==> src/rtl/multicycle_controller.sv <==
// Multicycle LEGv8 control FSM: fetch/decode/execute/memory/writeback with bus timeout and illegal trap.
// Define MULTICYCLE_CBNZ_EN to decode CBNZ alongside CBZ.
module multicycle_controller #(
  parameter int unsigned MEM_WAIT_MAX = 15
) (
  input  logic        clock,
  input  logic        reset,
  input  logic [31:0] instruction,
  input  logic        mem_ready,
  input  logic        zero,
  output logic        pc_write,
  output logic        ir_write,
  output logic        mem_read,
  output logic        mem_write,
  output logic        reg_write,
  output logic        alu_src,
  output logic        mem_to_reg,
  output logic        pc_src,
  output logic [1:0]  alu_op,
  output logic [4:0]  read_register1,
  output logic [4:0]  read_register2,
  output logic [4:0]  write_register,
  output logic        bus_error,
  output logic        illegal,
  output logic [2:0]  state
);

  localparam logic [2:0] FETCH     = 3'd0;
  localparam logic [2:0] DECODE    = 3'd1;
  localparam logic [2:0] EXECUTE   = 3'd2;
  localparam logic [2:0] MEMORY    = 3'd3;
  localparam logic [2:0] WRITEBACK = 3'd4;
  localparam logic [2:0] TRAP      = 3'd7;

  localparam logic [7:0] WAIT_MAX = 8'(MEM_WAIT_MAX);

  logic [2:0]  state_q, state_d;
  logic [31:0] ir_q;
  logic [7:0]  wait_q, wait_d;
  logic        bus_err_q, bus_err_d;
  logic        illegal_q, illegal_d;

  logic [10:0] op11;
  logic        is_r, is_ld, is_st, is_cbz, is_cbnz, is_cb, is_b;
  logic        legal, taken, wait_hit;

  assign op11   = ir_q[31:21];
  assign is_r   = (op11 == 11'b10001011000) || (op11 == 11'b11001011000)
               || (op11 == 11'b10001010000) || (op11 == 11'b10101010000);
  assign is_ld  = op11 == 11'b11111000010;
  assign is_st  = op11 == 11'b11111000000;
  assign is_cbz = ir_q[31:24] == 8'hB4;
  assign is_b   = ir_q[31:26] == 6'b000101;

`ifdef MULTICYCLE_CBNZ_EN
  assign is_cbnz = ir_q[31:24] == 8'hB5;
`else
  assign is_cbnz = 1'b0;
`endif

  assign is_cb = is_cbz | is_cbnz;
  assign legal = is_r | is_ld | is_st | is_cb | is_b;
  assign taken = is_b | (is_cbz & zero) | (is_cbnz & ~zero);

  // STUR and CB* read their Rt operand through port 2
  assign read_register1 = ir_q[9:5];
  assign read_register2 = (is_st | is_cb) ? ir_q[4:0] : ir_q[20:16];
  assign write_register = ir_q[4:0];

  logic unused_ir;
  assign unused_ir = ^ir_q[15:10];

  assign wait_hit  = (wait_q + 8'd1) == WAIT_MAX;
  assign state     = state_q;
  assign bus_error = bus_err_q;
  assign illegal   = illegal_q;

  always_comb begin
    state_d    = state_q;
    wait_d     = wait_q;
    bus_err_d  = bus_err_q;
    illegal_d  = illegal_q;
    pc_write   = 1'b0;
    ir_write   = 1'b0;
    mem_read   = 1'b0;
    mem_write  = 1'b0;
    reg_write  = 1'b0;
    alu_src    = 1'b0;
    mem_to_reg = 1'b0;
    pc_src     = 1'b0;
    alu_op     = 2'b00;
    unique case (state_q)
      FETCH: begin
        mem_read = 1'b1;
        if (mem_ready) begin
          ir_write = 1'b1;
          pc_write = 1'b1;
          state_d  = DECODE;
        end else if (wait_hit) begin
          bus_err_d = 1'b1;
          state_d   = TRAP;
        end else begin
          wait_d = wait_q + 8'd1;
        end
      end
      DECODE: begin
        if (legal) begin
          state_d = EXECUTE;
        end else begin
          illegal_d = 1'b1;
          state_d   = TRAP;
        end
      end
      EXECUTE: begin
        alu_src  = is_ld | is_st;
        alu_op   = is_r ? 2'b10 : (is_cb ? 2'b01 : 2'b00);
        pc_src   = is_b | is_cb;
        pc_write = taken;
        if (is_ld | is_st) state_d = MEMORY;
        else if (is_r)     state_d = WRITEBACK;
        else               state_d = FETCH;
      end
      MEMORY: begin
        alu_src   = 1'b1;
        mem_read  = is_ld;
        mem_write = is_st;
        if (mem_ready) begin
          state_d = is_ld ? WRITEBACK : FETCH;
        end else if (wait_hit) begin
          bus_err_d = 1'b1;
          state_d   = TRAP;
        end else begin
          wait_d = wait_q + 8'd1;
        end
      end
      WRITEBACK: begin
        reg_write  = 1'b1;
        mem_to_reg = is_ld;
        state_d    = FETCH;
      end
      default: state_d = TRAP;
    endcase
    if ((state_d != state_q) && ((state_d == FETCH) || (state_d == MEMORY)))
      wait_d = 8'd0;
    // reset abandons any in-flight access; only the FETCH read stays visible
    if (reset) begin
      pc_write  = 1'b0;
      ir_write  = 1'b0;
      reg_write = 1'b0;
      mem_write = 1'b0;
    end
  end

  always_ff @(posedge clock or posedge reset) begin
    if (reset) begin
      state_q   <= FETCH;
      ir_q      <= '0;
      wait_q    <= '0;
      bus_err_q <= 1'b0;
      illegal_q <= 1'b0;
    end else begin
      state_q   <= state_d;
      wait_q    <= wait_d;
      bus_err_q <= bus_err_d;
      illegal_q <= illegal_d;
      if (ir_write) ir_q <= instruction;
    end
  end

endmodule

==> config.mk <==
export PLATFORM = sky130hd
export DESIGN_NAME = multicycle_controller
export DESIGN_NICKNAME = d
export VERILOG_FILES = /design/src/rtl/multicycle_controller.sv
export SDC_FILE = /design/constraint.sdc
export NUM_CORES = 1
export LEC_CHECK = 0
export ABC_AREA = 1
export CORE_UTILIZATION = 55
export DETAILED_ROUTE_END_ITERATION = 16
export DONT_BUFFER_PORTS = 1
export GPL_TIMING_DRIVEN = 0
export PLACE_DENSITY = 0.7
export SKIP_CTS_REPAIR_TIMING = 1
export SYNTH_ARGS = -nofsm -noshare
export SYNTH_HDL_FRONTEND = slang
export SYNTH_SLANG_ARGS = --single-unit
==> constraint.sdc <==
create_clock -name clock -period 1.8 [get_ports clock]
set_input_delay 0.36 -clock clock [delete_from_list [all_inputs] [get_ports clock]]
set_output_delay 0.36 -clock clock [all_outputs]
set_load 0.02 [all_outputs]
==> metrics.cfg, run 1 <==
[floorplan]
start_util=0.569
fp-row-count=23
fp.dieW_um=66.3
dieArea_um2=4400
die_y_um=66.3
pin_count=66
fp.coreArea_um2=4000

[final_layout]
antennaDiodeCount=0
drive_above_1_share=0.322
area_growth_pct=22.4
finalNonFillerCells=385
final_util=0.697
nNetsFinal=372

[timing]
final.period_utilization=1.13
clock_skew_ns=0.00476
period_minus_slack_ns=2.03
slew_viol_final=0
fin_tns_setup_ns=-3.10
setup_ws_ns=-0.234
hold_ws_ns=0.0823
max_freq_mhz=492
slew-limit-headroom=0.372
rsz0062_at_grt=yes
finalSetupViolations=21
worst_pin_slew_ns=0.938
hold_viol_final=0

[logic_synthesis]
synth-warning-count=0
ys_seq_area_frac=0.429
synth-seq-cells=39
syn-num-nets=350
syn_inst=312
synth.avg_cell_area_um2=7.30
ys_types=28
syn_area_um2=2280

[detailed_routing]
drt_wl_total_um=5280
routedWlPerCell_um=13.7
drc=0
vias_per_cell=5.20
first_iter_violations=80
vias=2002
dr.pass1.iters=4
postRouteAntennaNets=0

[place]
dpl.hpwl_um=3320
gp_congestion=0.869
dp_slack_ns=-0.242
place_inst=362
portBuffers=0

[clocking]
clkSlewWorstSetupHoldPaths_ns=0.09
cts_tree=done
cts_made_buffers=5
cts.sinks=39
clockBufferDepth=2
htreeDepth=2
insertion_delay_ns=0.30
root_buffer=clkbuf_8

[run_status]
violations=setup timing
outcome=finished, violations left

[hold_path]
hold_class=input port to asynchronous set/reset pin

[critical_path]
cp_data_required_time_ns=1.44
worst_setup_path_end_kind=output port
crit_path_start_kind=register
path_max_fanout=4
cp.arrival_ns=1.67
worstSetupPathType=register to output port

[global_route]
globalRoute.totalOverflow=0
grt_use_total=0.226
grt_antenna_before_repair=0
grt_pass1_wl_um=7400
grt_pass1_vias=1741
grt_max_degree=41

[power]
ir_drop_mv=0.492
powerDensity_nw_per_um2=594
leakage_nw=1.46

[flow_run]
cap_violations=0

## metrics by stage
| stage | total power, mW | instance area, um^2 |
|---|---|---|
| after global routing | 1.73 | 2790 |
| after global placement | 1.03 | 2360 |
| final | 1.66 | 2790 |
| after CTS | 1.65 | 2450 |
| after detailed placement | 1.03 | 2360 |
| after floorplan | 1.01 | 2290 |
## cell usage after synthesis (all sizes together)
library cell | instances | area share
o211ai | 1 | 0.0033
nor2 | 32 | 0.068
xor2 | 2 | 0.0077
o21bai | 1 | 0.0049
or2 | 1 | 0.0027
a21oi | 2 | 0.0044
ha | 2 | 0.011
buf | 13 | 0.040
inv | 46 | 0.076
nand2 | 123 | 0.22
nand4 | 2 | 0.0055
nor4 | 1 | 0.0027
o21ai | 27 | 0.061
dfrtp | 39 | 0.43
clkbuf | 2 | 0.0033
nand3 | 14 | 0.043
nor3 | 4 | 0.014
## metal layers
| layer | track usage | wire, um | part of all wire | vias to the layer above |
|---|---|---|---|---|
| met5 | 0 | 0 | 0 | - |
| met1 | 0.265 | 2220 | 0.42 | 946 |
| met4 | 0.0638 | 36 | 0.0068 | 0 |
| met3 | 0.0776 | 337 | 0.064 | 4 |
| li1 | - | - | - | 987 |
| met2 | 0.388 | 2690 | 0.51 | 65 |
## report_power, final
part	internal (mW)	switching [mW]
Sequential	0.902	0.0221
Clock	0.277	0.341
Combinational	0.0388	0.0751
Total	1.22	0.438
## area by class of cell
class / count / area, um^2
Multi-Input combinational cell: 213 / 1260
Fill cell: 338 / 1210
Tap cell: 50 / 62.6
Timing Repair Buffer: 13 / 100
Inverter: 46 / 179
Timing Repair inverter: 1 / 5.00
Clock buffer: 5 / 68.8
Sequential cell: 39 / 981
Buffer: 15 / 109
Clock inverter: 3 / 23.8
## final timing paths
kind,slack [ns],cells after the start,startpoint,to
worst max-delay path,-0.23,7,state[2],pc_write
worst min-delay path,0.08,1,reset,ir_q[19]
worst max register to register,-0.17,13,ir_q[24],wait_q[6]
worst min register to register,0.48,2,ir_q[6],ir_q[6]
max in group asynchronous,0.44,2,reset,state[2]
min in group clock,0.17,2,instruction[6],ir_q[6]
## layout by cell type, fill, tap and decap left out, types with 2 or more instances in the layout
cell type | synthesis | layout
nand2_1 | 111 | 95
dfrtp_2 | 0 | 4
xor2_1 | 2 | 2
o21ai_4 | 0 | 5
nand2_2 | 8 | 15
o21ai_0 | 24 | 19
inv_2 | 6 | 9
buf_4 | 10 | 23
nor2_2 | 2 | 2
nor2_1 | 26 | 21
nor3_1 | 3 | 2
dfrtp_1 | 39 | 35
ha_1 | 2 | 2
clkinvlp_4 | 0 | 3
clkbuf_8 | 0 | 5
o21ai_1 | 2 | 2
nor2_4 | 4 | 9
nand4_1 | 2 | 2
nand3_2 | 3 | 4
nand2_4 | 4 | 13
nand3_1 | 10 | 9
buf_2 | 3 | 2
inv_1 | 40 | 35
## cells by family (layout without fill, tap and decap cells)
logic type / after synthesis / in the layout / synth area share
AND/OR/NAND/NOR: 177 / 178 / 0.360
AO/OA/AOI/OAI: 31 / 31 / 0.0736
adder cells (fa/ha/maj): 2 / 2 / 0.0110
buffers and inverters: 61 / 83 / 0.119
flip-flops: 39 / 39 / 0.429
XOR/XNOR: 2 / 2 / 0.00769
## state kept, by name (all words and copies together) (netlist names)
| signal | cells |
|---|---|
| ir_q | 26 |
| wait_q | 8 |
| illegal | 1 |
| state | 3 |
| bus_error | 1 |
## worst max-delay path, stage by stage (launching register included)
cell and delay, ns:
dfrtp_2 0.49, inv_4 0.11, nand2_4 0.06, nor2_4 0.14
inv_2 0.07, a21oi_4 0.20, o211ai_1 0.17, nand2_4 0.13
(Power assumes the default switching activity.)
==> run 2, diff against run 1 <==
--- a/config.mk
+++ b/config.mk
@@ -9,9 +9,11 @@
 export CORE_UTILIZATION = 55
 export DETAILED_ROUTE_END_ITERATION = 16
 export DONT_BUFFER_PORTS = 1
+export GPL_ROUTABILITY_DRIVEN = 0
 export GPL_TIMING_DRIVEN = 0
 export PLACE_DENSITY = 0.7
 export SKIP_CTS_REPAIR_TIMING = 1
+export SKIP_LAST_GASP = 1
 export SYNTH_ARGS = -nofsm -noshare
 export SYNTH_HDL_FRONTEND = slang
 export SYNTH_SLANG_ARGS = --single-unit
==> results of run 2 <==
The final DEF is identical to that of run 1; final timing and power are the same.
